`src/rtl/pc_redirect_fetch.sv`:
```
// pc_redirect_fetch: fetch PC owner and consumer of the EX-stage redirect.
// Sequences PC+4 fetch, stalls, imem backpressure, pending redirects,
// pipeline flushes and a saturating taken-redirect counter.
//
// Ports:
//   clk         design clock, rising edge
//   reset       synchronous active-high reset
//   PcSel       redirect request from the branch unit
//   BrPC        redirect target (low PC_W bits used, word aligned here)
//   Stall       hazard-unit stall, holds PC when no redirect
//   ImemReady   instruction memory accepts the fetch this cycle
//   PC          current fetch address
//   PC_Four     zero-extended (PC + 4) mod 2^PC_W, link value
//   IfValid     fetched instruction may be latched into IF/ID
//   FlushIfId   clear IF/ID on this edge
//   FlushIdEx   clear ID/EX on this edge
//   MisalignErr one-cycle pulse after accepting a misaligned target
//   RedirectCnt saturating count of accepted redirects
module pc_redirect_fetch #(
  parameter int              PC_W     = 9,
  parameter logic [PC_W-1:0] RESET_PC = '0
) (
  input  logic            clk,
  input  logic            reset,
  input  logic            PcSel,
  input  logic [31:0]     BrPC,
  input  logic            Stall,
  input  logic            ImemReady,
  output logic [PC_W-1:0] PC,
  output logic [31:0]     PC_Four,
  output logic            IfValid,
  output logic            FlushIfId,
  output logic            FlushIdEx,
  output logic            MisalignErr,
  output logic [15:0]     RedirectCnt
);

  typedef enum logic {
    RUN     = 1'b0,
    PENDING = 1'b1
  } state_e;

  localparam logic [PC_W-1:0] FOUR =
    {{(PC_W-3){1'b0}}, 3'b100};

  state_e          state_q, state_d;
  logic [PC_W-1:0] pc_q, pc_d;
  logic [PC_W-1:0] tgt_q, tgt_d;
  logic [PC_W-1:0] new_tgt;
  logic [PC_W-1:0] pc_inc;
  logic [15:0]     cnt_q, cnt_d;
  logic            mis_q, mis_d;
  logic            first_q;
  logic            unused_brpc;

  // Upper target bits beyond the PC width are dropped by design.
  assign unused_brpc = ^BrPC[31:PC_W];

  assign new_tgt = {BrPC[PC_W-1:2], 2'b00};
  assign pc_inc  = pc_q + FOUR;

  always_comb begin
    state_d = state_q;
    pc_d    = pc_q;
    tgt_d   = tgt_q;
    unique case (state_q)
      RUN: begin
        if (PcSel) begin
          if (ImemReady) begin
            pc_d = new_tgt;
          end else begin
            tgt_d   = new_tgt;
            state_d = PENDING;
          end
        end else if (!Stall && ImemReady) begin
          pc_d = pc_inc;
        end
      end
      PENDING: begin
        // A fresh redirect replaces the held one.
        if (PcSel) begin
          tgt_d = new_tgt;
          if (ImemReady) begin
            pc_d    = new_tgt;
            state_d = RUN;
          end
        end else if (ImemReady) begin
          pc_d    = tgt_q;
          state_d = RUN;
        end
      end
      default: state_d = RUN;
    endcase
  end

  always_comb begin
    cnt_d = cnt_q;
    if (PcSel && (cnt_q != 16'hFFFF)) begin
      cnt_d = cnt_q + 16'd1;
    end
    mis_d = PcSel && (BrPC[1:0] != 2'b00);
  end

  always_ff @(posedge clk) begin
    if (reset) begin
      state_q <= RUN;
      pc_q    <= RESET_PC;
      tgt_q   <= '0;
      cnt_q   <= '0;
      mis_q   <= 1'b0;
      first_q <= 1'b1;
    end else begin
      state_q <= state_d;
      pc_q    <= pc_d;
      tgt_q   <= tgt_d;
      cnt_q   <= cnt_d;
      mis_q   <= mis_d;
      first_q <= 1'b0;
    end
  end

  assign PC          = pc_q;
  assign PC_Four     = {{(32-PC_W){1'b0}}, pc_inc};
  assign FlushIfId   = PcSel && !reset;
  assign FlushIdEx   = PcSel && !reset;
  assign MisalignErr = mis_q;
  assign RedirectCnt = cnt_q;

  // First cycle after reset release never presents a valid fetch.
  assign IfValid = (state_q == RUN) && !PcSel && !Stall
                && ImemReady && !first_q;

endmodule

```
`config.mk`:
```
export PLATFORM = sky130hd
export DESIGN_NAME = pc_redirect_fetch
export DESIGN_NICKNAME = d
export VERILOG_FILES = /design/src/rtl/pc_redirect_fetch.sv
export SDC_FILE = /design/constraint.sdc
export NUM_CORES = 1
export LEC_CHECK = 0
export BUFFER_PORTS_ARGS = -buffer_cell sky130_fd_sc_hd__buf_2
export CAP_MARGIN = 20
export CORE_MARGIN = 1
export CORE_UTILIZATION = 30
export DETAILED_ROUTE_END_ITERATION = 6
export GPL_TIMING_DRIVEN = 1
export PLACE_DENSITY = 0.64
export SYNTH_ARGS = -nofsm -noshare
export SYNTH_HDL_FRONTEND = slang
export SYNTH_SLANG_ARGS = --single-unit
export TNS_END_PERCENT = 30
```
`constraint.sdc`:
```
create_clock -name clk -period 4.54 [get_ports clk]
set_input_delay 0.227 -clock clk [delete_from_list [all_inputs] [get_ports clk]]
set_output_delay 0.227 -clock clk [all_outputs]
set_load 0.01 [all_outputs]
```
### After elaboration in Yosys (flattened, before gate mapping)

Index checks and enable logic that the tools add are counted.

* flip-flop bits (word level): 37
* bits of input ports: 37
* output and inout port bits: 61
* word-level logic and storage cells: 44

* add/subtract/negate cells: 2
* eq/ne operators: 6
* multiplexer cells: 14
* bitwise operators: 1
* reductions and logical operators: 15

Operator list (number)
* $mux 9: 8
* $pmux 9 s2: 2
* $add 16x1->16 const B: 1
* $ne 16x16->1 const B: 1
* $add 9x3->9 const B: 1
* $logic_and 1x1->1: 8
* $ne 2x2->1 const B: 3
* $ne 3x3->1 const B: 2
* $logic_not 1->1: 4
* $mux 1: 3
* $reduce_and 3->1: 1
* $pmux 1 s2: 1
* $reduce_and 2->1: 1
* $reduce_bool 2->1: 1
* $not 1->1: 1

### Logic depth before layout (Yosys ltp)

* depth after elaboration: 5
* depth in mapped cells: 5
* gate-level depth less buffers: 5

### Worst setup path before layout

No wires, ideal clock.

* kind: flip-flop to flip-flop
* start point: register cnt_q[0] (netlist: RedirectCnt[0])
* end point: register cnt_q[12] (netlist: RedirectCnt[12])
* setup time: 0.071 ns
* arrival: 1.575 ns
* required time: 4.469 ns
* slack: 2.895 ns
* stages on the path, launching flop included: 6
* path buffers: 0
* period minus slack after synthesis: 1.645 ns
* path through: dfxtp_1 -> ha_1 -> nand3_1 -> o21bai_1 -> or4_1 -> a21oi_1

* cells in the longest elaborated chain, start to end: 2
* elaborated cells on any way between the ends: 3
* classes of those cells: add/sub (1); eq/ne (1); reduce/logical (1)

RTL lines
* start, declared: RTL line 51 `logic [15:0] cnt_q, cnt_d;`
* start signal, assigned: RTL line 116 `cnt_q <= cnt_d;`
* parallel branches: the longest is 2 deep, another holds $add 16x1->16

Parallel ways; which one is timed is not known.
A chain may end at the register's enable or synchronous reset.

### Worst setup path in the final report

* start point: register pc_q[2] (netlist: PC[2])
* end point: output port PC_Four[8]

* cells in the longest elaborated chain, start to end: 1

RTL lines
* start, declared: RTL line 47 `logic [PC_W-1:0] pc_q, pc_d;`
* start signal, assigned: RTL line 114 `pc_q <= pc_d;`
* $add 9x3->9: RTL line 60 `assign pc_inc = pc_q + FOUR;`
* end, declared: RTL line 30 `output logic [31:0] PC_Four,`

Every way passes these cells.

==> Flow_metrics.wiki <==
{| class="wikitable"
! Metric !! Value
|-
| Combined area of the multi-input logic cells || 1170 sq um
|-
| Violations in the final reports || DRC
|-
| Critical path's most frequent cell || sky130_fd_sc_hd__and3_1
|-
| Port Buf Inserts || 51
|-
| Clock tree from TritonCTS || done
|-
| Type of origin of the critical path || flop
|-
| Yosys warning count || 0
|-
| Clock tree root driver cell || sky130_fd_sc_hd__clkbuf_8
|-
| RD Place Congestion || 0.793
|-
| Post-DR wirelength/cell || 12.3 microns
|-
| Total count of max-transition violations in the final report || 0
|-
| Combined flip-flop and latch cell area || 701 sq um
|-
| Leakage || 1.06 nW
|-
| Worst hold path type || in -> reg
|-
| Resized Gates After CTS || 0
|-
| Number of flip-flops and latches in the synthesized netlist || 35
|-
| Vias || 1830
|-
| Layout filler cell count || 681
|-
| Dominant combinational cell family by area after synthesis || simple AND/OR/NAND/NOR gates
|-
| Number of enable flip-flop cells after synthesis || 0
|-
| Min Tclk post-route || 1980 ps
|-
| Sequential area share after synthesis || 34.4%
|-
| H-tree depth || 2
|-
| Proportion of synthesized area in mux cells || 10.0%
|-
| Clk_lat worst skew || 280 ps
|-
| Proportion of layout cells with a drive suffix above 1 || 23.9%
|-
| Number of nets in the finished design || 323
|-
| Std-Cell Rows || 29
|-
| Number of maximum-capacitance constraint violations || 0
|-
| Per-instance average area after synthesis || 8.53 sq um
|-
| Core occupancy in the finished layout || 36.3%
|-
| Top fanout value on the critical path || 6
|-
| Detailed Route Iter0 Violations || 77
|-
| Drt total wl || 4.46 mm
|-
| Post CTS Setup Buffer Count || 0
|-
| Slew @ Worst Pin || 894 ps
|-
| X dimension of the die || 84.5 microns
|-
| Setup clock skew after layout || 2.58 ps
|-
| Largest delay contributor family on the critical path || simple AND/OR/NAND/NOR gates
|-
| Number of buffer and inverter stages on the critical path || 1
|-
| Synthesized cell area || 2040 sq um
|-
| Final hold violation count || 0
|-
| Final setup violation count || 0
|-
| Clock-pin slew of the registers on the worst-case setup and hold paths || 70 ps
|-
| Top Ports || 98
|-
| Leftover overflow at the end of global routing || 0
|-
| Peak per-stage delay on the critical path || 410 ps
|-
| Most common cell after layout, fill and taps aside || sky130_fd_sc_hd__buf_2
|-
| Hold bufs inserted after CTS || 0
|-
| Total Negative Setup Slacks || 0 ps
|-
| Cell Pwr Density || 286 nW/um^2
|-
| Synthesized-area fraction occupied by adder cells || 1.23%
|-
| Fraction of the mapped netlist area in simple logic gates || 23.5%
|-
| Sequence of cells on the critical path || ha_1, and3_1, and3_1, xor2_1, buf_2
|-
| Number of global-route vias before repair || 1590
|-
| Commonest cells after routing, fill and taps aside || sky130_fd_sc_hd__buf_2, sky130_fd_sc_hd__dfxtp_1, sky130_fd_sc_hd__conb_1, sky130_fd_sc_hd__a21oi_1, sky130_fd_sc_hd__mux2i_1
|-
| Share of synthesized flip-flops with an asynchronous set or reset || 0%
|-
| Effective utilization at floorplan || 31.6%
|-
| Total track usage || 12.6%
|-
| 1st-pass router iterations || 6
|-
| Data arrival time of the critical path || 1750 ps
|-
| Total inserted antenna cells || 0
|-
| Global-route wire length before repair || 7.29 mm
|-
| Number of sinks on the clock net || 35
|-
| Average vias per placed instance || 5.06
|-
| Die area || 7130 sq um
|-
| Maximum buffer depth of the clock tree || 2
|-
| Core footprint || 6460 sq um
|-
| Setup repair after global routing missed its margin || no
|-
| Status || complete, but fails checks
|-
| Antenna violations before repair || 0
|-
| Share of the synthesized area in compound gates (AO/OA/AOI/OAI) || 16.2%
|-
| Number of clock buffers inserted by TritonCTS || 5
|-
| Relative area change from synthesis to final layout || 14.9%
|-
| Required time at the worst-slack endpoint || 4310 ps
|-
| Period Utilization, post-route || 43.6%
|-
| Post-route DRC violation count || 13
|-
| Count of nets left with antenna violations after detail routing || 0
|-
| Critical path class || reg -> out
|-
| Worst-case headroom to the max-slew limit || 39.9%
|-
| Largest net degree at the start of global routing || 38
|-
| Maximum operating frequency || 506 MHz
|-
| Xor-xnor portion of the synthesized cell area || 2.15%
|-
| Syn Inst Count || 239
|-
| Die Ht || 84.5 microns
|-
| Slowest-stage cell, CP || sky130_fd_sc_hd__dfxtp_1
|-
| Prevailing post-synth register cell || sky130_fd_sc_hd__dfxtp_1
|-
| Detailed-placement wirelength estimate || 3.19 mm
|-
| Peak supply drop || 0.126 mV
|-
| Element type at the critical path end || output pin
|-
| Cell variety after synth || 45
|}
-- metrics by stage --
stage | cells | total power, mW | hold slack [ps] | setup WS, ps | area [sq um]
floorplan | 261 | 0.412 | 255 | 2890 | 2120
global placement | 354 | 0.425 | 424 | 2610 | 2240
detailed placement | 354 | 0.427 | 437 | 2560 | 2240
CTS | 362 | 0.680 | 139 | 2550 | 2340
global route | 362 | 0.701 | 151 | 2420 | 2340
finish | 362 | 0.670 | 145 | 2560 | 2340
-- state kept, by name (all words and copies together) (netlist names) --
name and flops:
RedirectCnt 16, state_q 1, first_q 1, tgt_q 7
PC 9, MisalignErr 1
-- worst paths after layout --
kind,start,to,slack [ps],cells after the start
setup / recovery,PC[2],PC_Four[8],2560,5
hold / removal,BrPC[0],MisalignErr,140,2
setup reg to reg,RedirectCnt[11],RedirectCnt[4],2630,4
hold reg to reg,PC[0],PC[0],490,1
-- logic make-up after synthesis --
| group | after synthesis |
|---|---|
| AND/OR/NAND/NOR | 82 |
| adder cells (fa/ha/maj) | 2 |
| multiplexers | 20 |
| other | 1 |
| XOR/XNOR | 5 |
| AO/OA/AOI/OAI | 53 |
| flip-flops | 35 |
| buffers and inverters | 41 |
-- final cells by class --
| class | instances | area share, % |
|---|---|---|
| multi-input cells | 185 | 49.9 |
| flip-flops and latches | 35 | 29.9 |
| inverters | 6 | 0.961 |
| clock buffers | 8 | 4.27 |
| well taps | 77 | 4.11 |
| repair buffers | 51 | 10.9 |
-- synth_stat cells, drive strengths merged (3+ instances only) --
master  number  area [sq um]
nor2        16          60.1
a211oi       4          30.0
and3         3          18.8
inv          6          22.5
or4          6          45.0
buf         28           204
or3          7          48.8
nand4        6          58.8
mux2         3          33.8
nand3        5          25.0
dfxtp       35           701
nor3         5          25.0
o21ai       10          53.8
o31ai        7          52.6
mux2i       17           170
clkbuf       7          26.3
a21oi       20           100
nor4         3          25.0
nand2b       4          25.0
nor2b        7          43.8
nand2       12          45.0
a31oi        3          18.8
xor2         3          26.3
-- layer usage --
layer	track usage, %	routed length (microns)	up-vias
li1	-	-	908
met1	16.1	2100	862
met2	21.3	2120	56
met3	2.65	203	4
met4	4.31	34	0
met5	0	0	-
-- worst register-to-register path: cells and delay by family, from the launching register on --
kind | cells | cell delay (ps)
flip-flops | 1 | 470
AND/OR/NAND/NOR | 2 | 1020
AO/OA/AOI/OAI | 2 | 350
-- power by group --
group | total, mW | internal (mW) | switching [mW]
Combinational | 0.0907 | 0.0360 | 0.0547
Sequential | 0.329 | 0.318 | 0.0112
Clock | 0.250 | 0.139 | 0.112
Power figures use the tool's default switching activity.
